**src/rtl/ycbcr_pkg.sv**
```systemverilog
// Shared constants for the RGB->YCbCr pipeline: 16-bit reference coefficients,
// their rescaling to a narrower fractional width, and the accumulator width rule.
// Pure declarations; no logic, no latency, no flow control.
package ycbcr_pkg;

  // Coefficients are defined once at this fractional width and truncated down.
  localparam int COEF_REF_W = 16;

  // Headroom over the product width so a sum of three signed terms cannot overflow.
  localparam int SUM_GUARD_W = 3;

  // Magnitudes in row order Y(r,g,b), Cb(r,g,b), Cr(r,g,b).
  localparam logic [COEF_REF_W-1:0] COEF_MAG [9] = '{
    16'h4C8B, 16'h9645, 16'h1D2F,
    16'h2B32, 16'h54CD, 16'h8000,
    16'h8000, 16'h6B2F, 16'h14D0
  };

  // Bit i set means coefficient i is subtracted (Cb r/g, Cr g/b).
  localparam logic [8:0] COEF_NEG = 9'b110011000;

  // Truncate a reference coefficient to coef_w fractional bits.
  function automatic logic [COEF_REF_W-1:0] scale_coef(input logic [COEF_REF_W-1:0] k,
                                                       input int coef_w);
    return k >> (COEF_REF_W - coef_w);
  endfunction

  // Width of the signed per-component accumulator.
  function automatic int sum_width(input int in_w, input int coef_w);
    return in_w + coef_w + SUM_GUARD_W;
  endfunction

endpackage

```
**src/rtl/ycbcr_round_sat.sv**
```systemverilog
// Round half toward +inf, drop the fraction, optional luma level shift, clamp to OUT_W.
// Purely combinational; zero latency.
// No flow control; the enclosing stage register decides when the result is captured.
module ycbcr_round_sat #(
  parameter int SUM_W  = 27,
  parameter int COEF_W = 16,
  parameter int IN_W   = 8,
  parameter int OUT_W  = 8,
  parameter bit LUMA   = 1'b0
) (
  input  logic signed [SUM_W-1:0] sum,
  output logic        [OUT_W-1:0] res
`ifdef YCBCR_SAT_CNT_EN
  ,
  output logic                    sat
`endif
);

  localparam logic signed [SUM_W-1:0] RND  = SUM_W'(2 ** (COEF_W - 1));
  localparam logic signed [SUM_W-1:0] OFS  = LUMA ? SUM_W'(2 ** (IN_W - 1)) : '0;
  localparam logic signed [SUM_W-1:0] MAXV = SUM_W'(2 ** (OUT_W - 1) - 1);
  // ~MAXV is -MAXV-1, i.e. the most negative OUT_W value.
  localparam logic signed [SUM_W-1:0] MINV = ~MAXV;

  logic signed [SUM_W-1:0] biased;
  logic signed [SUM_W-1:0] shifted;
  logic signed [SUM_W-1:0] lvl;
  logic                    hi;
  logic                    lo;

  // Round, shift, level-shift, then clamp into the signed output range.
  always_comb begin
    biased  = sum + RND;
    shifted = biased >>> COEF_W;
    lvl     = shifted - OFS;
    hi      = lvl > MAXV;
    lo      = lvl < MINV;
    res     = lvl[OUT_W-1:0];
    if (hi)      res = MAXV[OUT_W-1:0];
    else if (lo) res = MINV[OUT_W-1:0];
  end

`ifdef YCBCR_SAT_CNT_EN
  assign sat = hi | lo;
`endif

endmodule

```
**src/rtl/ycbcr_conv_pipe.sv**
```systemverilog
// RGB->YCbCr converter, level-shifted signed outputs; YCBCR_SAT_CNT_EN adds sat_cnt.
// Latency 3 cycles (products, sums, round/clamp), 1 pixel/clk throughput.
// One global advance = !out_valid | out_ready; a stalled output freezes every stage.
module ycbcr_conv_pipe
  import ycbcr_pkg::*;
#(
  parameter int IN_W   = 8,
  parameter int COEF_W = 16,
  parameter int OUT_W  = 8
) (
  input  logic             clk,
  input  logic             rst_n,
  input  logic             in_valid,
  output logic             in_ready,
  input  logic [IN_W-1:0]  in_r,
  input  logic [IN_W-1:0]  in_g,
  input  logic [IN_W-1:0]  in_b,
  input  logic             in_last,
  output logic             out_valid,
  input  logic             out_ready,
  output logic [OUT_W-1:0] out_y,
  output logic [OUT_W-1:0] out_cb,
  output logic [OUT_W-1:0] out_cr,
  output logic             out_last
`ifdef YCBCR_SAT_CNT_EN
  ,
  output logic [15:0]      sat_cnt
`endif
);

  localparam int PROD_W = IN_W + COEF_W;
  localparam int SUM_W  = sum_width(IN_W, COEF_W);

  logic                    advance;
  logic [IN_W-1:0]         samp    [3];
  logic                    vld1, vld2, last1, last2;
  logic [PROD_W-1:0]       prod1   [9];
  logic signed [SUM_W-1:0] sum_nxt [3];
  logic signed [SUM_W-1:0] sum2    [3];
  logic [OUT_W-1:0]        res     [3];

  assign advance  = !out_valid || out_ready;
  assign in_ready = advance;

  // Gather the colour samples so products can be indexed uniformly.
  always_comb begin
    samp[0] = in_r;
    samp[1] = in_g;
    samp[2] = in_b;
  end

  // S1: nine unsigned sample x |coefficient| products.
  always_ff @(posedge clk or negedge rst_n) begin
    if (!rst_n) begin
      vld1  <= 1'b0;
      last1 <= 1'b0;
      for (int i = 0; i < 9; i++) prod1[i] <= '0;
    end else if (advance) begin
      vld1  <= in_valid;
      last1 <= in_last;
      for (int i = 0; i < 9; i++)
        prod1[i] <= PROD_W'(samp[i % 3]) * PROD_W'(scale_coef(COEF_MAG[i], COEF_W));
    end
  end

  // Signed per-component sums, applying each coefficient's sign.
  always_comb begin
    for (int c = 0; c < 3; c++) begin
      sum_nxt[c] = '0;
      for (int j = 0; j < 3; j++) begin
        if (COEF_NEG[3*c+j]) sum_nxt[c] = sum_nxt[c] - SUM_W'(prod1[3*c+j]);
        else                 sum_nxt[c] = sum_nxt[c] + SUM_W'(prod1[3*c+j]);
      end
    end
  end

  // S2: register the three sums.
  always_ff @(posedge clk or negedge rst_n) begin
    if (!rst_n) begin
      vld2  <= 1'b0;
      last2 <= 1'b0;
      for (int c = 0; c < 3; c++) sum2[c] <= '0;
    end else if (advance) begin
      vld2  <= vld1;
      last2 <= last1;
      for (int c = 0; c < 3; c++) sum2[c] <= sum_nxt[c];
    end
  end

`ifdef YCBCR_SAT_CNT_EN
  logic [2:0] sat_c;
  logic       sat3;
`endif

  ycbcr_round_sat #(.SUM_W(SUM_W), .COEF_W(COEF_W), .IN_W(IN_W), .OUT_W(OUT_W), .LUMA(1'b1))
    u_rs_y  (.sum(sum2[0]), .res(res[0])
`ifdef YCBCR_SAT_CNT_EN
             , .sat(sat_c[0])
`endif
            );
  ycbcr_round_sat #(.SUM_W(SUM_W), .COEF_W(COEF_W), .IN_W(IN_W), .OUT_W(OUT_W), .LUMA(1'b0))
    u_rs_cb (.sum(sum2[1]), .res(res[1])
`ifdef YCBCR_SAT_CNT_EN
             , .sat(sat_c[1])
`endif
            );
  ycbcr_round_sat #(.SUM_W(SUM_W), .COEF_W(COEF_W), .IN_W(IN_W), .OUT_W(OUT_W), .LUMA(1'b0))
    u_rs_cr (.sum(sum2[2]), .res(res[2])
`ifdef YCBCR_SAT_CNT_EN
             , .sat(sat_c[2])
`endif
            );

  // S3: registered outputs, held while the consumer stalls.
  always_ff @(posedge clk or negedge rst_n) begin
    if (!rst_n) begin
      out_valid <= 1'b0;
      out_last  <= 1'b0;
      out_y     <= '0;
      out_cb    <= '0;
      out_cr    <= '0;
    end else if (advance) begin
      out_valid <= vld2;
      out_last  <= last2;
      out_y     <= res[0];
      out_cb    <= res[1];
      out_cr    <= res[2];
    end
  end

`ifdef YCBCR_SAT_CNT_EN
  // Clamp flag travels with the output pixel it belongs to.
  always_ff @(posedge clk or negedge rst_n) begin
    if (!rst_n)       sat3 <= 1'b0;
    else if (advance) sat3 <= |sat_c;
  end

  // Count delivered pixels that needed clamping; sticks at all-ones.
  always_ff @(posedge clk or negedge rst_n) begin
    if (!rst_n)
      sat_cnt <= '0;
    else if (out_valid && out_ready && sat3 && (sat_cnt != 16'hFFFF))
      sat_cnt <= sat_cnt + 16'd1;
  end
`endif

endmodule

```
**config.mk**
```make
export PLATFORM = sky130hd
export DESIGN_NAME = ycbcr_conv_pipe
export DESIGN_NICKNAME = d
export VERILOG_FILES = /design/src/rtl/ycbcr_pkg.sv /design/src/rtl/ycbcr_round_sat.sv /design/src/rtl/ycbcr_conv_pipe.sv
export SDC_FILE = /design/constraint.sdc
export NUM_CORES = 1
export LEC_CHECK = 0
export BUFFER_PORTS_ARGS = -buffer_cell sky130_fd_sc_hd__buf_2
export CAP_MARGIN = 20
export CORE_MARGIN = 10
export CORE_UTILIZATION = 60
export CTS_BUF_LIST = sky130_fd_sc_hd__clkbuf_4
export CTS_CLUSTER_SIZE = 25
export DETAILED_ROUTE_END_ITERATION = 12
export GPL_TIMING_DRIVEN = 0
export HOLD_SLACK_MARGIN = 0.1
export PLACE_DENSITY = 0.77
export SYNTH_ARGS = -nofsm -noshare
export SYNTH_HDL_FRONTEND = slang
export SYNTH_HIERARCHICAL = 1
export SYNTH_SLANG_ARGS = --single-unit
```
**constraint.sdc**
```tcl
create_clock -name clk -period 5.9 [get_ports clk]
set_input_delay 1.475 -clock clk [delete_from_list [all_inputs] [get_ports clk]]
set_output_delay 1.475 -clock clk [all_outputs]
set_load 0.02 [all_outputs]
```
==> key figures <==
Critical path
  • Kind of critical path: in -> reg
  • CP max stage cell: ha_1
  • CP Data Required Time: 6520 ps
  • CP Capture Type: flop
  • Setup crit start: in_g[2]
  • CP Capture Point: prod1[45]$_DFFE_PN0P_
  • Critical Path Source Type: primary input
  • Reg2Reg Setup Slack: 810 ps
  • CP peak stage delay: 600 ps
  • Crit path cell chain: buf_2 > ha_1 > inv_1 > fa_1 > inv_1 > fa_1 > inv_1 > fa_1 > inv_1 > ha_1 > o21a_1 > o31a_1 > o211a_1 > o211a_1 > o21a_1 > o21ai_1 > a21oi_1 > xnor2_1 > a21oi_1
  • Delay-heaviest family, CP: adder cells
  • R2R depth: 17
  • WP data arrival: 6310 ps
  • Critical path depth: 19
  • FF-to-FF Start: prod1[63]$_DFFE_PN0P_
  • Critical path fanouts, max: 10
  • CP most frequent cell: inv_1
  • Reg-to-Reg End: sum2[51]$_DFFE_PN0P_
  • Buf/Inv on CP: 5

Floorplanning
  • Core area: 40740 um^2
  • Die Y: 222.6 um
  • Initial Util: 0.6044
  • Top Ports: 56
  • Row cnt: 74
  • Die ar.: 49540 um^2
  • Die width: 222.6 um

Drt
  • DR pass1 iterations: 6
  • Iteration-0 DRC Markers: 1458
  • Vias: 20230
  • Per-cell routed wire length: 20.07 um
  • DRT Wirelength: 68720 um
  • Vias per cell: 5.909
  • Remaining antenna violation count: 0
  • DRC: 0

Pwr
  • Switching share of power: 0.5130
  • Leakage: 13.38 nW
  • Internal: 7.189 mW
  • VDD IR-drop max: 0.0003664 V
  • Register share of total power: 0.200
  • Comb power frac: 0.707
  • Pwr Density: 559.9 nW/um^2
  • Clock power frac: 0.092
  • Psw: 7.573 mW
  • Power Total: 14.76 mW

Clocking
  • CTS H-tree lvls: 2
  • CTS Root Buffer Type: clkbuf_4
  • CTS sink cnt: 218
  • Worst-path clk slew: 70 ps
  • Total CTS buffers: 57
  • Post-CTS Setup Bufs: 0
  • TritonCTS clock tree: built
  • CTS Buffer Depth: 3
  • Hold Buf Count CTS: 0
  • Clock Latency Late Sink: 850 ps

Run status
  • Outcome: finished clean

Finish
  • Commonest non-fill, non-tap cells in the layout: ha_1 (432), inv_1 (364), nand2_1 (315), dfrtp_1 (218), fa_1 (180)
  • Layout cell share with drive strength beyond 1: 0.06955
  • P&R area growth vs syn: 7.073%
  • Register Area: 5455 um^2
  • Fin area: 26360 um^2
  • Nets: 3488
  • Layout Cells excl Fill: 3424
  • FILL cells: 3382
  • Multi-input gate area: 17550 um^2
  • Most common cell after layout, fill and taps aside: ha_1

Run
  • Max Cap Violations: 0

Placed design
  • Hpwl dp: 55940 um
  • I/O Buffers: 55
  • Placed insts: 3319
  • Placer congestion estimate: 0.9789
  • Post-DP Area: 25620 um^2

Global routing
  • First-pass GRT wire length: 110500 um
  • Largest net degree at the start of global routing: 122
  • Initial antenna violation count: 2
  • Vias in the first global route: 20770
  • Gr ovfl total: 0
  • GRT Resource Usage Total: 0.2781

Synthesis
  • Cells after synthesis: 2727
  • Ys Warns: 6
  • Avg Cell Area, Syn: 9.029 um^2
  • Post-Syn Area: 24620 um^2

Timing
  • Peak Freq: 175.7 MHz
  • RSZ-0062 raised after global routing: false
  • Final period util: 0.9647
  • Worst hold slack: 465.5 ps
  • Worst Clk Skew: 75.74 ps
  • Worst rel slew slack: 0.2497
  • Final Setup Violations: 0
  • Final hold violation count: 0
  • Worst-Margin Slew: 1125 ps
  • Max Transition Viols Final: 0
  • Tmin final: 5692 ps

Worst hold path
  • Worst Hold Class: reg -> reg
  • Worst min-delay path startpoint: out_cb[2]$_DFFE_PN0P_
## per-stage QoR
step	setup WS (ps)	utilization	setup TNS, ps
floorplan	354.7	-	0
global placement	-888.5	0.6279	-77710
detailed placement	-919.6	0.6288	-7557
CTS	46.48	0.6468	0
global route	42.86	0.6471	0
finish	208.0	0.6471	0
## final cells by class
| cell class | instances | area share |
|---|---|---|
| Sequential cell | 218 | 0.2069 |
| Clock buffer | 80 | 0.02278 |
| Inverter | 364 | 0.05182 |
| Tap cell | 532 | 0.02525 |
| Clock inverter | 23 | 0.004983 |
| Multi-Input combinational cell | 2082 | 0.6656 |
| Buffer | 67 | 0.01049 |
| Antenna cell | 2 | 0.0001898 |
| Timing Repair Buffer | 56 | 0.01196 |
## registers in the layout, summed over array words and instances (netlist names)
name and count:
prod1 157, out_cb 8, vld1 1, out_valid 1, out_last 1, out_y 8
out_cr 8, vld2 1, sum2 31, last1 1, last2 1
## worst reg2reg max path, cell delays in order (launching register included)
cell and delay, ps:
dfrtp_1 520, inv_1 170, ha_1 200, nand2_1 90, or2_2 320, nor3_1 290
nand2b_1 190, nor4_1 270, xnor2_1 220, fa_1 470, ha_1 370, a21oi_1 130
o21a_1 140, a2111oi_0 680, nor2_1 210, a2111oi_2 420, o21bai_1 100, a22o_1 200
## how the worst min path moves through the flow
stage	depth (start not counted)	endpoint
floorplan	2	vld2$_DFFE_PN0P_
global placement	2	vld2$_DFFE_PN0P_
detailed placement	2	out_cb[2]$_DFFE_PN0P_
CTS	2	out_cb[2]$_DFFE_PN0P_
global route	2	out_cb[0]$_DFFE_PN0P_
finish	2	out_cb[2]$_DFFE_PN0P_
## layer usage
layer / wire [um] / GRT usage / vias to the layer above / part of all wire
met1: 28790 / 0.3491 / 9810 / 0.42
li1: - / - / 9525 / -
met4: 2961 / 0.1173 / 0 / 0.043
met5: 0 / 0 / - / 0
met2: 31910 / 0.4563 / 702 / 0.46
met3: 5062 / 0.05855 / 194 / 0.074
## power groups by stage
stage	sequential (mW)	combinational [mW]	clock, mW
finish	2.96	10.4	1.36
global route	3.04	11.6	1.47
CTS	2.94	10.3	1.39
detailed placement	2.97	10.2	0
global placement	2.93	9.82	0
floorplan	2.83	7.50	0
## timing repair
action,4_1_cts,5_1_grt
cloned,0,0
setup endpoints to repair,1,4
resized for setup,1,3
No activity file was read; power rests on OpenSTA's default activity.
